===== src/rtl/alu_pkg.sv =====
// Shared constants and FSM state type for the ALU operand driver.
package alu_pkg;

    localparam int unsigned WIDTH_DEF = 16;
    localparam int unsigned OPCNT_W   = 8;
    localparam int unsigned CNT_W     = 4;

    typedef enum logic [1:0] {
        IDLE    = 2'd0,
        DRIVE   = 2'd1,
        CAPTURE = 2'd2
    } state_t;

endpackage


===== src/rtl/alu_rsp_fifo.sv =====
// Result FIFO with a registered head: head_valid/head_data come straight from flops.
module alu_rsp_fifo #(
    parameter int unsigned WIDTH = 16,
    parameter int unsigned DEPTH = 2
) (
    input  logic                     clk,
    input  logic                     rst_n,
    input  logic                     push,
    input  logic [WIDTH-1:0]         din,
    input  logic                     pop,
    output logic                     full,
    output logic                     empty,
    output logic [$clog2(DEPTH):0]   count,
    output logic                     head_valid,
    output logic [WIDTH-1:0]         head_data
);

    localparam int unsigned AW = $clog2(DEPTH);
    localparam int unsigned PW = AW + 1;

    logic [PW-1:0]    wr_ptr, rd_ptr, wr_next, rd_next;
    logic [WIDTH-1:0] mem [DEPTH];
    logic [WIDTH-1:0] head_next;
    logic             do_push, do_pop;

    assign empty = (wr_ptr == rd_ptr);
    assign full  = (wr_ptr[AW] != rd_ptr[AW]) && (wr_ptr[AW-1:0] == rd_ptr[AW-1:0]);
    assign count = wr_ptr - rd_ptr;

    // A push into the slot that becomes the head must bypass the memory.
    always_comb begin
        do_push   = push && !full;
        do_pop    = pop && !empty;
        wr_next   = wr_ptr + PW'(do_push);
        rd_next   = rd_ptr + PW'(do_pop);
        head_next = mem[rd_next[AW-1:0]];
        if (do_push && (wr_ptr[AW-1:0] == rd_next[AW-1:0])) begin
            head_next = din;
        end
    end

    always_ff @(posedge clk or negedge rst_n) begin
        if (!rst_n) begin
            wr_ptr     <= '0;
            rd_ptr     <= '0;
            head_valid <= 1'b0;
            head_data  <= '0;
            for (int i = 0; i < DEPTH; i++) begin
                mem[i] <= '0;
            end
        end else begin
            if (do_push) begin
                mem[wr_ptr[AW-1:0]] <= din;
            end
            wr_ptr     <= wr_next;
            rd_ptr     <= rd_next;
            head_valid <= (wr_next != rd_next);
            head_data  <= head_next;
        end
    end

endmodule


===== src/rtl/alu_op_driver.sv =====
// Drives operand pairs into a combinational bitwise unit, waits SETTLE cycles,
// and captures the result into a small response FIFO.
module alu_op_driver #(
    parameter int unsigned WIDTH  = alu_pkg::WIDTH_DEF,
    parameter int unsigned SETTLE = 1,
    parameter int unsigned DEPTH  = 2
) (
    input  logic                        clk,
    input  logic                        rst_n,
    input  logic                        req_valid,
    output logic                        req_ready,
    input  logic [WIDTH-1:0]            req_a,
    input  logic [WIDTH-1:0]            req_b,
    output logic [WIDTH-1:0]            alu_a,
    output logic [WIDTH-1:0]            alu_b,
    input  logic [WIDTH-1:0]            alu_y,
    output logic                        rsp_valid,
    input  logic                        rsp_ready,
    output logic [WIDTH-1:0]            rsp_data,
    output logic [alu_pkg::OPCNT_W-1:0] op_count
);

    import alu_pkg::*;

    localparam int unsigned FW = $clog2(DEPTH) + 1;

    state_t               state_q, state_d;
    logic [CNT_W-1:0]     cnt_q, cnt_d;
    logic [WIDTH-1:0]     alu_a_d, alu_b_d;
    logic [OPCNT_W-1:0]   op_count_d;
    logic                 req_ready_d;
    logic                 push, pop;
    logic                 fifo_full, fifo_empty;
    logic [FW-1:0]        fill, fill_next;

    assign pop = rsp_ready && !fifo_empty;

    always_ff @(posedge clk or negedge rst_n) begin
        if (!rst_n) begin
            state_q   <= IDLE;
            cnt_q     <= '0;
            alu_a     <= '0;
            alu_b     <= '0;
            op_count  <= '0;
            req_ready <= 1'b0;
        end else begin
            state_q   <= state_d;
            cnt_q     <= cnt_d;
            alu_a     <= alu_a_d;
            alu_b     <= alu_b_d;
            op_count  <= op_count_d;
            req_ready <= req_ready_d;
        end
    end

    always_comb begin
        state_d    = state_q;
        cnt_d      = cnt_q;
        alu_a_d    = alu_a;
        alu_b_d    = alu_b;
        op_count_d = op_count;
        push       = 1'b0;
        unique case (state_q)
            IDLE: begin
                if (req_valid && req_ready) begin
                    alu_a_d = req_a;
                    alu_b_d = req_b;
                    cnt_d   = CNT_W'(SETTLE);
                    state_d = DRIVE;
                end
            end
            DRIVE: begin
                cnt_d = cnt_q - CNT_W'(1);
                if (cnt_d == '0) begin
                    state_d = CAPTURE;
                end
            end
            CAPTURE: begin
                push       = !fifo_full;
                op_count_d = op_count + OPCNT_W'(1);
                state_d    = IDLE;
            end
            default: state_d = IDLE;
        endcase
        // Ready only when idle next cycle with a free slot left after this cycle's push/pop.
        fill_next   = fill + FW'(push) - FW'(pop);
        req_ready_d = (state_d == IDLE) && (fill_next < FW'(DEPTH));
    end

    alu_rsp_fifo #(
        .WIDTH (WIDTH),
        .DEPTH (DEPTH)
    ) u_fifo (
        .clk        (clk),
        .rst_n      (rst_n),
        .push       (push),
        .din        (alu_y),
        .pop        (pop),
        .full       (fifo_full),
        .empty      (fifo_empty),
        .count      (fill),
        .head_valid (rsp_valid),
        .head_data  (rsp_data)
    );

endmodule


===== config.mk =====
export PLATFORM = sky130hd
export DESIGN_NAME = alu_op_driver
export DESIGN_NICKNAME = d
export VERILOG_FILES = /design/src/rtl/alu_pkg.sv /design/src/rtl/alu_rsp_fifo.sv /design/src/rtl/alu_op_driver.sv
export SDC_FILE = /design/constraint.sdc
export NUM_CORES = 1
export LEC_CHECK = 0
export BUFFER_PORTS_ARGS = -buffer_cell sky130_fd_sc_hd__clkbuf_2
export CAP_MARGIN = 15
export CORE_UTILIZATION = 59
export CTS_BUF_LIST = sky130_fd_sc_hd__clkbuf_4
export DETAILED_ROUTE_END_ITERATION = 10
export PLACE_DENSITY = 0.87
export SETUP_SLACK_MARGIN = 0.2
export SLEW_MARGIN = 20
export SYNTH_ARGS = -nofsm -noshare
export SYNTH_HDL_FRONTEND = slang
export SYNTH_SLANG_ARGS = --single-unit

===== constraint.sdc =====
create_clock -name clk -period 5.53 [get_ports clk]
set_input_delay 0.8295 -clock clk [delete_from_list [all_inputs] [get_ports clk]]
set_output_delay 0.8295 -clock clk [all_outputs]
set_load 0.03 [all_outputs]

; Word level (Yosys, flattened, before mapping)
; Index checks and enable logic that the tools add are counted.
[totals]
reg_bits = 100
in_bits = 52
output_inout_bits = 58
elab_cells = 62
[op_classes]
n_addsub = 7
n_lt_le_gt_ge = 4
n_eq_ne = 8
muxes = 13
bitwise_logic = 2
reduce_logical = 16
[op_table]
columns = cell, n
row1 = $mux W16, 5
row2 = $bwmux W32, 1
row3 = $demux W16 S1, 1
row4 = $add A8 B1 Y8 const B, 1
row5 = $logic_and A1 B1 Y1, 8
row6 = $pmux W4 S2, 1
row7 = $add A2 B1 Y2, 3
row8 = $ge A2 B2 Y1 const B, 2
row9 = $logic_not A2 Y1, 2
row10 = $logic_not A4 Y1, 1
row11 = $mux W2, 2
row12 = $mux W4, 1
row13 = $not A1 Y2, 2
row14 = $pmux W2 S2, 1
row15 = $reduce_and A2 Y1, 2
row16 = $sub A4 B1 Y4 const B, 1
row17 = $eq A1 B1 Y1, 2
row18 = $eq A2 B1 Y1 const B, 1
row19 = $eq A2 B2 Y1, 1
row20 = $eq A2 B2 Y1 const B, 1
row21 = $logic_not A1 Y1, 2
row22 = $lt A2 B1 Y1 const B, 1
row23 = $lt A2 B2 Y1 const B, 1
row24 = $ne A2 B2 Y1, 1
row25 = other kinds (6), 6

; Depth between registers and ports, before layout
[depth]
ltp_word = 10
ltp_mapped = 9
depth_no_buf = 8

; Cells and area by module
; A second synthesis with hierarchy kept.
[unflattened]
hier_cells = 286
area_unflattened_um2 = 4361.7
[by_module_without_submodules]
columns = mod, instances, cells_each, area_per_inst_um2, seq_area_each_um2
row1 = alu_rsp_fifo, 1, 146, 2333.5, 1326.3
row2 = alu_op_driver, 1, 140, 2028.2, 1176.1

; Least setup slack after synthesis
; No wires, ideal clock.
[synth_path]
path_type = reg2reg
start = register u_fifo.wr_ptr[1]
end = register u_fifo.mem[10] (netlist bit)
setup_ns = 0.125
t_arrival_ns = 2.228
required_ns = 5.405
setup_slack_ns = 3.177
stages_incl_launch_ff = 8
n_path_buf = 2
synth_period_minus_slack_ns = 2.353
cell_sequence = dfrtp_1 xnor2_1 o21ai_2 inv_1 ha_1 clkbuf_1 clkbuf_1 mux2_2
[synth_via]
elab_chain_cells = 5
[synth_lines]
columns = element, line
row1 = from (decl), alu_rsp_fifo.sv:21  ; logic [PW-1:0] wr_ptr, rd_ptr, wr_next, rd_next;
row2 = from (signal assigned), alu_rsp_fifo.sv:55  ; wr_ptr <= wr_next;
row3 = $ne A1 B1 Y1 *, alu_rsp_fifo.sv:27  ; assign full = (wr_ptr[AW] != rd_ptr[AW]) && (wr_ptr[AW-1:0] == rd_ptr[AW-1:0]);
row4 = $logic_and A1 B1 Y1 *, alu_rsp_fifo.sv:27
row5 = $logic_not A1 Y1 *, "alu_rsp_fifo.sv:32, alu_op_driver.sv:79"
row6 = $mux W1, alu_op_driver.sv:63  ; unique case (state_q)
row7 = $logic_and A1 B1 Y1 *, alu_rsp_fifo.sv:32  ; do_push = push && !full;
row8 = "to (signal, indexed assignment)", alu_rsp_fifo.sv:53  ; mem[wr_ptr[AW-1:0]] <= din;
row9 = to (decl), alu_rsp_fifo.sv:22  ; logic [WIDTH-1:0] mem [DEPTH];
; Mark *: on every way between the ends. The rest lies on a longest branch, timed or not.
; A chain may end at the register's enable or synchronous reset.

; Final worst setup path
[layout_path]
start = register state_q[1]
end = register u_fifo.head_valid
[layout_via]
elab_chain_cells = 5
[layout_lines]
columns = element, line
row1 = from (decl), alu_op_driver.sv:27  ; state_t state_q, state_d;
row2 = from (signal assigned), alu_op_driver.sv:47  ; state_q <= state_d;
row3 = $eq A2 B2 Y1, alu_op_driver.sv:63
row4 = $mux W1, alu_op_driver.sv:63
row5 = $logic_and A1 B1 Y1, alu_rsp_fifo.sv:32
row6 = $add A2 B1 Y2, alu_rsp_fifo.sv:34  ; wr_next = wr_ptr + PW'(do_push);
row7 = $ne A2 B2 Y1, alu_rsp_fifo.sv:57  ; head_valid <= (wr_next != rd_next);
row8 = to (signal assigned), alu_rsp_fifo.sv:57
row9 = to (decl), alu_rsp_fifo.sv:14  ; output logic head_valid,
; No other way between the ends.

==> run metrics <==
Final HPWL DP=5770 um; share of cells above drive strength 1=0.461; Worst path slowest cell=ha_1; clock sink count=100; worst endpoint required time=5.86 ns; initial antenna violation count=0; setup TNS=0 ns; root buffer selected by CTS=clkbuf_4; Critical Path Sink Type=flop; wire length per cell=15.5 um; Post-Syn Instances=330; maximum root-to-sink buffer count=2; syn avg cell area=13.2 um^2; Crit path arrival time=3.11 ns; ys flop type=dfrtp_1; Crit path largest cell delay=0.78 ns; final antenna-violating net count=0; Max Cap Viol=0; RSZ-0062 raised after global routing=no; sequential area share after synthesis=0.573; kind of critical path=flop to flop; Total Routing Usage GR=0.221; Residual DRC=0; First-pass DRT Iterations=4; YS warnings=0; core area=6980 um^2; Pwr Density=619 nW/um^2; final setup skew=0.0135 ns; Worst R2R Path Depth=7; Initial Util=0.625; Nets=495; syn_nets=390; TritonCTS clock tree=done; setup violators final=0; Initial DRC Count=160; die area=7740 um^2; Placer Congestion=0.803; highest clock rate=0.360 GHz; # diodes=0; clock latency on the worst-skew pair=0.44 ns; min Tclk post-route=2.78 ns; Pleak=2.47 nW; postcts setup bufs=0; Critical path origin=state_q[1]$_DFF_PN0_; Slew headroom=0.302; H-tree depth=3; Area growth syn-to-layout=16.5%; worst-margin pin slew=1.04 ns; final-report max-slew violation count=0; pin count of the biggest net entering global routing=69; total CTS buffers=9; IO buf count=109; Unique masters post-synth=41; Die X=88.0 um; Reg2Reg Launch Point=state_q[1]$_DFF_PN0_; final wirelength=8330 um; Mapped Area=4360 um^2; Vias/cell=5.51; DIE HEIGHT=88.0 um; final core occ=0.728; ys async rst share=1.00; Ports=110; vias in the first global route=2817; cts hold-fix bufs=0; crit-path max FO=17; Post-synth EDFFs=0; Final Hold Vio Count=0; Synth Register Bits=100; most common cell after layout, fill and taps aside=clkbuf_2; crit start category=flop; run status=finished, final reports clean; Hold Crit Class=primary input to asynchronous set/reset pin; remaining global-route overflow=0; Peak VDD IR=0.000283 V; CTS clk-pin slew, worst paths=0.15 ns; CP cell instances=nor2b_1, o21ai_2, inv_1, ha_1, xnor2_1, nor2_1, nand3b_1; num rows=30; fin crit share=0.502; most frequent cells in the layout=clkbuf_2 (108), dfrtp_1 (100), mux2_2 (64); first-pass GRT wire length=12900 um; Vias=2952; PostCTS Resize Cnt=0
-- final timing paths --
kind,to,slack (ns)
setup / recovery,u_fifo.head_valid$_DFF_PN0_,2.75
hold / removal,alu_a[11]$_DFFE_PN0P_,0.28
setup reg to reg,u_fifo.head_valid$_DFF_PN0_,2.75
hold reg to reg,op_count[7]$_DFFE_PN0N_,0.49
max in group asynchronous,u_fifo.mem[28]$_DFFE_PN0P_,4.06
min in group clk,op_count[7]$_DFFE_PN0N_,0.49
-- registers in the layout (all words and copies together), names as in the netlist --
register and flops:
op_count 8, u_fifo.head_valid 1, cnt_q 4, state_q 2, u_fifo.rd_ptr 2, alu_a 16, u_fifo.head_data 16, req_ready 1
alu_b 16, u_fifo.wr_ptr 2, u_fifo.mem 32
-- power by group --
part           internal (W)  switching (W)
clock             0.0000990       0.000252
sequential          0.00105       0.000194
combinational      0.000618       0.000933
total               0.00177        0.00138
-- cells in the mapped netlist, types with 2 or more instances --
library cell | instances | area share
o21ai_2 | 2 | 0.0040
buf_2 | 7 | 0.0080
o21ai_0 | 5 | 0.0057
a22oi_1 | 11 | 0.019
nor3_1 | 4 | 0.0046
o22ai_1 | 7 | 0.010
xnor2_1 | 9 | 0.018
a22oi_2 | 5 | 0.014
clkbuf_1 | 6 | 0.0052
inv_1 | 9 | 0.0077
mux2_2 | 64 | 0.17
nand3_1 | 3 | 0.0034
o21ai_1 | 4 | 0.0046
o221ai_1 | 5 | 0.010
ha_1 | 7 | 0.020
dfrtp_1 | 100 | 0.57
nand2b_1 | 6 | 0.0086
nor2_1 | 5 | 0.0043
a21oi_1 | 12 | 0.014
mux2i_1 | 11 | 0.025
nand2_1 | 23 | 0.020
xor2_1 | 6 | 0.012
-- critical path: cells and delay by family, from the launching register on --
family | cells | cell delay (ns)
compound gates | 1 | 0.21
xor+xnor | 1 | 0.26
fa+ha+maj | 1 | 0.78
buf+inv | 1 | 0.28
flops | 1 | 0.47
simple gates | 3 | 0.66
-- area by class of cell --
type	instances	area, um^2
clock buffer	9	67.6
clock inverter	7	60.1
fill	508	1900
inverter	9	33.8
multi-input combinational	204	1740
sequential	100	2500
tap	96	120
timing repair buffer	111	563
-- cells by family after synthesis --
family | Yosys count | synth area share
adder cells (fa/ha/maj) | 8 | 0.0247
flip-flops | 100 | 0.573
buffers and inverters | 26 | 0.0295
multiplexers | 75 | 0.190
AND/OR/NAND/NOR | 50 | 0.0579
AO/OA/AOI/OAI | 56 | 0.0940
XOR/XNOR | 15 | 0.0301
-- stage by stage --
| step | total power (W) | worst slack, ns | cell area [um^2] | hold slack, ns | std cells |
|---|---|---|---|---|---|
| 2_1_floorplan | 0.00243 | 3.18 | 4360 | 0.480 | 330 |
| 3_3_place_gp | 0.00275 | 2.62 | 4950 | 0.477 | 520 |
| 3_5_place_dp | 0.00282 | 2.81 | 4950 | 0.463 | 520 |
| 4_1_cts | 0.00316 | 2.77 | 5080 | 0.274 | 536 |
| 5_1_grt | 0.00336 | 2.59 | 5080 | 0.288 | 536 |
| 6_report | 0.00315 | 2.75 | 5080 | 0.284 | 536 |
-- layer usage --
metal,track usage,up-vias,part of all wire
li1,-,1378,-
met1,0.274,1456,0.42
met2,0.383,107,0.50
met3,0.0434,11,0.063
met4,0.0864,0,0.016
met5,0,-,0
Note: power is estimated with default switching activity, not from simulation.
